$ cat src/rtl/oc15_pkg.sv
// Shared types and the line-decode function for the 15-line code decoder/encoder pair.
// decode_lines doubles as the golden model in the encoder bench.
package oc15_pkg;

  localparam int unsigned CODE_W = 4;
  localparam int unsigned LINES  = 15;

  typedef enum logic [1:0] {
    IDLE = 2'd0,
    HOLD = 2'd1,
    GAP  = 2'd2
  } state_e;

  // code 0 decodes to all-zero lines in both modes
  function automatic logic [LINES-1:0] decode_lines(input logic [CODE_W-1:0] code,
                                                    input logic              thermo);
    logic [LINES-1:0] lines;
    lines = '0;
    for (int unsigned i = 0; i < LINES; i++) begin
      if (thermo) lines[i] = (CODE_W'(i) < code);
      else        lines[i] = (code == CODE_W'(i + 1));
    end
    return lines;
  endfunction

endpackage

$ cat src/rtl/oc15_hold_timer.sv
// Loadable 8-bit down-counter that saturates at zero; times the hold and gap windows.
module oc15_hold_timer (
  input  logic       i_clk,
  input  logic       i_rst_n,
  input  logic       i_load,
  input  logic [7:0] i_load_val,
  input  logic       i_dec,
  output logic       o_zero
);

  logic [7:0] r_cnt;

  always_ff @(posedge i_clk) begin
    if (!i_rst_n) begin
      r_cnt <= '0;
    end else if (i_load) begin
      r_cnt <= i_load_val;
    end else if (i_dec && (r_cnt != '0)) begin
      r_cnt <= r_cnt - 8'd1;
    end
  end

  assign o_zero = (r_cnt == '0);

endmodule

$ cat src/rtl/oc15_code_decoder.sv
// Registered 4-bit code to 15-line decoder: one code per handshake, driven for a hold
// window, blanked for a gap window, then a one-cycle done pulse back in IDLE.
module oc15_code_decoder
  import oc15_pkg::*;
#(
  parameter int unsigned HOLD_CYCLES = 4,
  parameter int unsigned GAP_CYCLES  = 2,
  parameter bit          THERMO      = 1'b0
) (
  input  logic              i_clk,
  input  logic              i_rst_n,
  input  logic              i_in_valid,
  input  logic [CODE_W-1:0] i_in_code,
  output logic              o_in_ready,
  output logic [LINES-1:0]  o_y,
  output logic              o_busy,
  output logic              o_done
);

  if ((HOLD_CYCLES < 1) || (HOLD_CYCLES > 255)) begin : g_bad_hold
    $error("oc15_code_decoder: HOLD_CYCLES out of range 1..255");
  end
  if (GAP_CYCLES > 255) begin : g_bad_gap
    $error("oc15_code_decoder: GAP_CYCLES out of range 0..255");
  end

  localparam logic [7:0] HoldLoad = 8'(HOLD_CYCLES - 1);
  localparam logic [7:0] GapLoad  = 8'(GAP_CYCLES - 1);
  localparam bit         HasGap   = (GAP_CYCLES > 0);

  state_e           r_state;
  logic [LINES-1:0] r_y;
  logic             r_busy;
  logic             r_done;

  logic       w_accept;
  logic       w_load;
  logic [7:0] w_load_val;
  logic       w_dec;
  logic       w_zero;

  assign o_in_ready = i_rst_n && (r_state == IDLE);
  assign w_accept   = i_in_valid && o_in_ready;

  always_comb begin
    w_load     = 1'b0;
    w_load_val = '0;
    w_dec      = 1'b0;
    unique case (r_state)
      IDLE: begin
        if (w_accept) begin
          w_load     = 1'b1;
          w_load_val = HoldLoad;
        end
      end
      HOLD: begin
        if (w_zero && HasGap) begin
          w_load     = 1'b1;
          w_load_val = GapLoad;
        end else begin
          w_dec = 1'b1;
        end
      end
      GAP:     w_dec = 1'b1;
      default: w_dec = 1'b0;
    endcase
  end

  oc15_hold_timer u_timer (
    .i_clk      (i_clk),
    .i_rst_n    (i_rst_n),
    .i_load     (w_load),
    .i_load_val (w_load_val),
    .i_dec      (w_dec),
    .o_zero     (w_zero)
  );

  always_ff @(posedge i_clk) begin
    if (!i_rst_n) begin
      r_state <= IDLE;
      r_y     <= '0;
      r_busy  <= 1'b0;
      r_done  <= 1'b0;
    end else begin
      r_done <= 1'b0;
      unique case (r_state)
        IDLE: begin
          if (w_accept) begin
            r_state <= HOLD;
            r_y     <= decode_lines(i_in_code, THERMO);
            r_busy  <= 1'b1;
          end
        end
        HOLD: begin
          if (w_zero) begin
            r_y <= '0;
            if (HasGap) begin
              r_state <= GAP;
            end else begin
              r_state <= IDLE;
              r_busy  <= 1'b0;
              r_done  <= 1'b1;
            end
          end
        end
        GAP: begin
          if (w_zero) begin
            r_state <= IDLE;
            r_busy  <= 1'b0;
            r_done  <= 1'b1;
          end
        end
        default: begin
          r_state <= IDLE;
          r_y     <= '0;
          r_busy  <= 1'b0;
        end
      endcase
    end
  end

  assign o_y    = r_y;
  assign o_busy = r_busy;
  assign o_done = r_done;

endmodule

$ cat config.mk
export PLATFORM = sky130hd
export DESIGN_NAME = oc15_code_decoder
export DESIGN_NICKNAME = d
export VERILOG_FILES = /design/src/rtl/oc15_pkg.sv /design/src/rtl/oc15_hold_timer.sv /design/src/rtl/oc15_code_decoder.sv
export SDC_FILE = /design/constraint.sdc
export NUM_CORES = 1
export LEC_CHECK = 0
export BUFFER_PORTS_ARGS = -buffer_cell sky130_fd_sc_hd__buf_4
export CORE_AREA = 2 2 74 76
export CTS_BUF_LIST = sky130_fd_sc_hd__clkbuf_8
export DETAILED_ROUTE_END_ITERATION = 12
export DIE_AREA = 0 0 76 78
export SETUP_SLACK_MARGIN = 0.02
export SYNTH_ARGS = -nofsm -noshare
export SYNTH_HDL_FRONTEND = slang
export SYNTH_SLANG_ARGS = --single-unit
$ cat constraint.sdc
create_clock -name i_clk -period 2.2 [get_ports i_clk]
set_clock_uncertainty 0.2 [all_clocks]
set_input_delay 0.33 -clock i_clk [delete_from_list [all_inputs] [get_ports i_clk]]
set_output_delay 0.33 -clock i_clk [all_outputs]
set_load 0.01 [all_outputs]
# Yosys cells after proc, flatten, opt, wreduce, memory -nomap -nowiden

Index checks and enable logic that the tools add are counted.

Register bits after elaboration: 27
Bits in latches: 0
Bits in writable memories: 0
ROM bits: 0
Output and inout port bits: 18
Memories: 0

Add/subtract/negate cells: 1
Multiply operators: 0
Div/mod/pow operators: 0
Magnitude comparators: 0
Eq/ne operators: 20
Shift-type cells: 0
Muxes and demuxes: 20
Bitwise operators: 2
Reductions and logical operators: 11

Operators with widths:

| operator              | count |
|---|---|
| $pmux W15 S3          | 1 |
| $eq A4 B4 Y1 const B  | 8 |
| $mux W15              | 2 |
| $eq A4 B3 Y1 const B  | 4 |
| $mux W8               | 2 |
| $reduce_and A3 Y1     | 3 |
| $eq A4 B2 Y1 const B  | 2 |
| $logic_not A8 Y1      | 1 |
| $mux W2               | 4 |
| $reduce_bool A8 Y1    | 1 |
| $sub A8 B1 Y8 const B | 1 |
| $mux W1               | 6 |
| $pmux W2 S3           | 1 |
| $eq A4 B1 Y1 const B  | 1 |
| $ne A2 B1 Y1 const B  | 2 |
| $pmux W1 S2           | 2 |
| $pmux W2 S2           | 1 |
| $logic_and A1 B1 Y1   | 3 |
| $pmux W1 S3           | 1 |
| $eq A2 B1 Y1 const B  | 1 |
| $eq A2 B2 Y1 const B  | 1 |
| $logic_not A2 Y1      | 1 |
| $ne A2 B2 Y1 const B  | 1 |
| $not A1 Y1            | 2 |
| other kinds (2)       | 2 |

# Depth between registers and ports, before layout

Depth in word-level cells: 6
Mapped depth: 9
Gate-level depth less buffers: 6

# Modules after synthesis

Synthesis repeated with hierarchy kept, for this count alone.

Cells, all modules: 165
Area, all modules: 1483.9 um^2

By module, submodules not included:

| module            | instances | cells each | area an instance (um^2) | sequential area each (um^2) |
|---|---|---|---|---|
| oc15_code_decoder | 1         | 107        | 975.9                   | 380.4 |
| oc15_hold_timer   | 1         | 58         | 508.0                   | 160.2 |

# Worst setup path after synthesis

No wires, ideal clock.

Path kind: register to register
Start: register r_state[0]
End: register r_y[6] (netlist: o_y[6])
Library setup time: 0.070 ns
Data arrival time: 1.975 ns
Data required time: 1.930 ns
Slack: -0.046 ns
Cell stages (with the launch flop): 9
Path buffers: 2
Clock period less this slack: 2.246 ns
Cell sequence: dfxtp_1 > inv_1 > ha_1 > a21boi_4 > or2_2 > clkbuf_1 > clkbuf_2 > or4_1 > a21oi_1

Cells in the longest elaborated chain, start to end: 5
Elaborated cells between the ends (all ways): 10

Ends and longest elaborated chain:

| what                               | line                                             | source |
|---|---|---|
| from (decl)                        | oc15_code_decoder.sv:31                          | `state_e r_state;` |
| from (signal assigned)             | oc15_code_decoder.sv:80                          | `r_state <= IDLE;` |
| from (signal assigned)             | oc15_code_decoder.sv:89                          | `r_state <= HOLD;` |
| from (signal assigned)             | oc15_code_decoder.sv:98                          | `r_state <= GAP;` |
| $logic_not A2 Y1                   | oc15_code_decoder.sv:42, oc15_code_decoder.sv:86 |  |
| $logic_and A1 B1 Y1                | oc15_code_decoder.sv:42                          | `assign o_in_ready = i_rst_n && (r_state == IDLE);` |
| $logic_and A1 B1 Y1                | oc15_code_decoder.sv:43                          | `assign w_accept = i_in_valid && o_in_ready;` |
| $ne A2 B2 Y1 (no source line)      | -                                                |  |
| $reduce_and A3 Y1 (no source line) | -                                                |  |
| to (signal assigned)               | oc15_code_decoder.sv:90                          | `r_y <= decode_lines(i_in_code, THERMO);` |
| to (decl)                          | oc15_code_decoder.sv:32                          | `logic [LINES-1:0] r_y;` |

Parallel ways exist; a longest one is shown, timed or not.
A chain may end at the register's enable or synchronous reset.

# Worst setup path after layout

Start: register u_timer.r_cnt[0]
End: register r_y[6] (netlist: o_y[6])

Cells in the longest elaborated chain, start to end: 3

Ends and longest elaborated chain:

| what                               | line                  | source |
|---|---|---|
| from (decl)                        | oc15_hold_timer.sv:11 | `logic [7:0] r_cnt;` |
| from (signal assigned)             | oc15_hold_timer.sv:17 | `r_cnt <= i_load_val;` |
| from (signal assigned)             | oc15_hold_timer.sv:19 | `r_cnt <= r_cnt - 8'd1;` |
| $logic_not A8 Y1                   | oc15_hold_timer.sv:23 | `assign o_zero = (r_cnt == '0);` |
| $ne A2 B1 Y1 (no source line)      | -                     |  |
| $reduce_and A3 Y1 (no source line) | -                     |  |

Every way passes these cells.

==> flow_summary.html <==
<table>
<tr><th>Metric</th><th>Value</th></tr>
<tr><th colspan="2">Cells and area</th></tr>
<tr><td>Antenna fix cells</td><td>0</td></tr>
<tr><td>Most common cell after layout, fill and taps aside</td><td>buf_4</td></tr>
<tr><td>Number of nets at the end of the flow</td><td>212</td></tr>
<tr><td>Area growth from synthesis to layout</td><td>27.6%</td></tr>
<tr><td>Area of the multi-input gates</td><td>837 µm²</td></tr>
<tr><td>Fillcell total</td><td>544</td></tr>
<tr><td>Most frequent cells in the layout</td><td>38 x buf_4, 27 x dfxtp_1, 22 x a21oi_1, 19 x o21ai_0, 14 x or4_1</td></tr>
<tr><td>Share of final-layout standard cells stronger than drive strength 1</td><td>26.1%</td></tr>
<tr><td>Final standard cell utilization of the core</td><td>36.1%</td></tr>
<tr><td>Area taken by flip-flops and latches</td><td>541 µm²</td></tr>
<tr><th colspan="2">Critical path</th></tr>
<tr><td>Highest-delay cell along the critical path</td><td>or4_1</td></tr>
<tr><td>Critical setup path kind</td><td>reg -&gt; reg</td></tr>
<tr><td>Highest net fanout along the worst path</td><td>18</td></tr>
<tr><td>Element type at the critical path start</td><td>flop</td></tr>
<tr><td>Critical path, cell by cell</td><td>inv_1, ha_1, nor3b_2, buf_4, a21boi_4, or4_1, a21oi_1</td></tr>
<tr><td>Arrival time at the worst endpoint</td><td>2070 ps</td></tr>
<tr><td>CP Capture Type</td><td>flop</td></tr>
<tr><td>CP required</td><td>2210 ps</td></tr>
<tr><td>CP max stage delay</td><td>550 ps</td></tr>
<tr><th colspan="2">Synthesis</th></tr>
<tr><td>Seq cells post-synth</td><td>27</td></tr>
<tr><td>Count of distinct cell types in the synthesized netlist</td><td>47</td></tr>
<tr><td>Most used flip-flop cell after synthesis</td><td>dfxtp_1</td></tr>
<tr><td>Gate Count Post-Synth</td><td>167</td></tr>
<tr><td>Largest cells by area after synthesis</td><td>dfxtp_1 38%, a21oi_1 7.7%, o21ai_0 7.4%</td></tr>
<tr><td>Count of flip-flops with a built-in enable after synthesis</td><td>0</td></tr>
<tr><td>Library cell with the largest summed area after synthesis</td><td>dfxtp_1</td></tr>
<tr><td>Post-synth net total</td><td>179</td></tr>
<tr><td>Mapped Area</td><td>1430 µm²</td></tr>
<tr><td>Register area share after synthesis</td><td>37.9%</td></tr>
<tr><td>Mean instance size in the synthesized netlist</td><td>8.55 µm²</td></tr>
<tr><td>Yosys warnings</td><td>0</td></tr>
<tr><td>Share of flip-flops with an asynchronous set or reset after synthesis</td><td>0%</td></tr>
<tr><td>Proportion of netlist area held by the largest area contributor</td><td>37.9%</td></tr>
<tr><th colspan="2">Worst hold path</th></tr>
<tr><td>Worst min-delay path class</td><td>in -&gt; reg</td></tr>
<tr><th colspan="2">Detailed routing</th></tr>
<tr><td>DRT antenna net count</td><td>0</td></tr>
<tr><td>Routed wire per std cell</td><td>12.9 µm</td></tr>
<tr><td>Routed WL</td><td>3480 µm</td></tr>
<tr><td># DRC</td><td>0</td></tr>
<tr><td>DR vias</td><td>1336</td></tr>
<tr><td>Detailed Routing Iterations Pass 1</td><td>4</td></tr>
<tr><td>Via count normalized by instance count</td><td>4.97</td></tr>
<tr><td>Drt initial violations</td><td>70</td></tr>
<tr><th colspan="2">STA</th></tr>
<tr><td>Slew Limit Fails</td><td>0</td></tr>
<tr><td>Transition time at the pin with the least slew margin</td><td>505 ps</td></tr>
<tr><td>Unrepaired setup endpoints after global routing</td><td>no</td></tr>
<tr><td>Period utilisation layout</td><td>93.5%</td></tr>
<tr><td>Hold Vio Cnt, Final</td><td>0</td></tr>
<tr><td>Max Clk Rate</td><td>0.486 GHz</td></tr>
<tr><td>Final Setup Violations</td><td>0</td></tr>
<tr><td>Setup_tns</td><td>0 ps</td></tr>
<tr><td>Worst slew margin relative to its limit</td><td>66.1%</td></tr>
<tr><td>Final worst path period need</td><td>2060 ps</td></tr>
<tr><th colspan="2">Power</th></tr>
<tr><td>Largest vdd supply drop</td><td>0.725 mV</td></tr>
<tr><td>Power density over the cells</td><td>1290 nW/µm²</td></tr>
<tr><td>Leakage power total</td><td>0.746 nW</td></tr>
<tr><th colspan="2">Floorplan</th></tr>
<tr><td>Vert. Die Dim</td><td>78 µm</td></tr>
<tr><td>Initial Utilization</td><td>28.3%</td></tr>
<tr><td>Chip Width</td><td>76 µm</td></tr>
<tr><td>Core box area</td><td>5040 µm²</td></tr>
<tr><td>Die Footprint</td><td>5930 µm²</td></tr>
<tr><td>Top-Level Pins</td><td>25</td></tr>
<tr><td>Row Count</td><td>26</td></tr>
<tr><th colspan="2">CTS</th></tr>
<tr><td>Clock insertion delay at the later pin of the skew report</td><td>270 ps</td></tr>
<tr><td>Clock buffers created by TritonCTS</td><td>3</td></tr>
<tr><td># H-tree levels</td><td>1</td></tr>
<tr><td>Buffer depth of the longest clock path</td><td>2</td></tr>
<tr><td>Clock-pin slew on the worst setup and hold paths</td><td>100 ps</td></tr>
<tr><td>Clk sink count</td><td>27</td></tr>
<tr><td>Clock tree from TritonCTS</td><td>yes</td></tr>
<tr><td>CTS root buf</td><td>clkbuf_8</td></tr>
<tr><th colspan="2">Run</th></tr>
<tr><td>Maximum Capacitance Violations</td><td>0</td></tr>
<tr><th colspan="2">Placed design</th></tr>
<tr><td>HPWL reported at the end of detailed placement</td><td>2620 µm</td></tr>
<tr><td>Routability cong.</td><td>0.801</td></tr>
<tr><td>IO Port Bufs</td><td>24</td></tr>
<tr><th colspan="2">Global route</th></tr>
<tr><td>Number of global-route vias before repair</td><td>1289</td></tr>
<tr><td>Maximum number of pins on one net before global-route repair</td><td>25</td></tr>
<tr><td>Number of antenna violations at the first check in global routing</td><td>0</td></tr>
<tr><td>First-pass GRT wire length</td><td>5920 µm</td></tr>
<tr><td>Total global routing overflow</td><td>0</td></tr>
<tr><td>Overall fraction of global-route tracks in use</td><td>11.9%</td></tr>
<tr><th colspan="2">Status</th></tr>
<tr><td>Result of the run</td><td>finished clean</td></tr>
</table>
==> sequential cells by signal, indices dropped and copies added, names as in the netlist <==
register,cells
o_busy,1
o_done,1
o_y,15
r_state,2
u_timer.r_cnt,8
==> stage by stage <==
| stage | hold WS (ps) | cell area, µm² | std cells | setup WS, ps | total power (W) |
|---|---|---|---|---|---|
| CTS | 157 | 1800 | 269 | 42.6 | 0.00230 |
| global route | 164 | 1820 | 269 | 25.9 | 0.00255 |
| global placement | 257 | 1750 | 265 | 69.9 | 0.00200 |
| floorplan | 282 | 1430 | 167 | 28.8 | 0.00155 |
| detailed placement | 267 | 1750 | 265 | 59.2 | 0.00199 |
| finish | 161 | 1820 | 269 | 142 | 0.00235 |
==> cells in the mapped netlist (2+ instances only) <==
cell type and count:
dfxtp_1 27, a21oi_1 22, o21ai_0 21, or4_1 14
nor2_1 8, inv_1 6, nand3_1 6, clkbuf_1 5
ha_1 5, nor3_1 5, o211a_1 4, and3_1 3
nand2_1 3, nand2b_1 2, nand3b_1 2, or3_1 2
xor2_1 2
==> logic make-up after synthesis <==
family                   count (synthesis)  share of synthesized area [%]
AND/OR/NAND/NOR                         55                           24.2
XOR/XNOR                                 2                           1.23
adder cells (fa/ha/maj)                  5                           4.38
buffers and inverters                   16                           5.17
AO/OA/AOI/OAI                           62                           27.2
flip-flops                              27                           37.9
==> critical path: cells and delay by family, from the launching register on <==
kind	cells	cell delay [ps]
simple gates	2	720
flops	1	320
compound gates	2	290
buf+inv	2	260
fa+ha+maj	1	200
==> worst paths after layout <==
kind                                  from                       endpoint  slack, ps  depth (start not counted)
max          u_timer.r_cnt[0]$_SDFFE_PN0P_            o_y[6]$_SDFFE_PN0P_        140                          7
min reg2reg            o_y[9]$_SDFFE_PN0P_            o_y[9]$_SDFFE_PN0P_        280                          2
min                                i_rst_n  u_timer.r_cnt[0]$_SDFFE_PN0P_        160                          2
max reg2reg  u_timer.r_cnt[0]$_SDFFE_PN0P_            o_y[6]$_SDFFE_PN0P_        140                          7
==> metal layers <==
layer | part of all wire (%) | vias up | track usage [%]
met5 | 0 | - | 0
met4 | 0.66 | 0 | 2.36
met3 | 5.8 | 4 | 3.14
met2 | 46 | 41 | 20.7
met1 | 48 | 599 | 15.0
li1 | - | 692 | -
==> where the power goes <==
part	total, W	switching [W]	internal [W]
combinational	0.00140	0.000766	0.000632
clock	0.000294	0.000165	0.000129
sequential	0.000654	0.0000783	0.000575
total	0.00235	0.00101	0.00134
==> repair_timing <==
item                                   CTS  global route
setup endpoints to repair                0            20
buffers inserted                         0             0
endpoints found under the hold margin    0             0
resized for setup                        0             6
hold buffers                             0             0
==> final cells by class <==
cell class,instances,share of cell area (%)
repair buffers,38,15.7
flip-flops and latches,27,29.7
clock buffers,3,2.27
well taps,70,4.81
inverters,6,1.24
clock inverters,1,0.412
multi-input cells,124,45.9
Note: power is estimated with default switching activity, not from simulation.
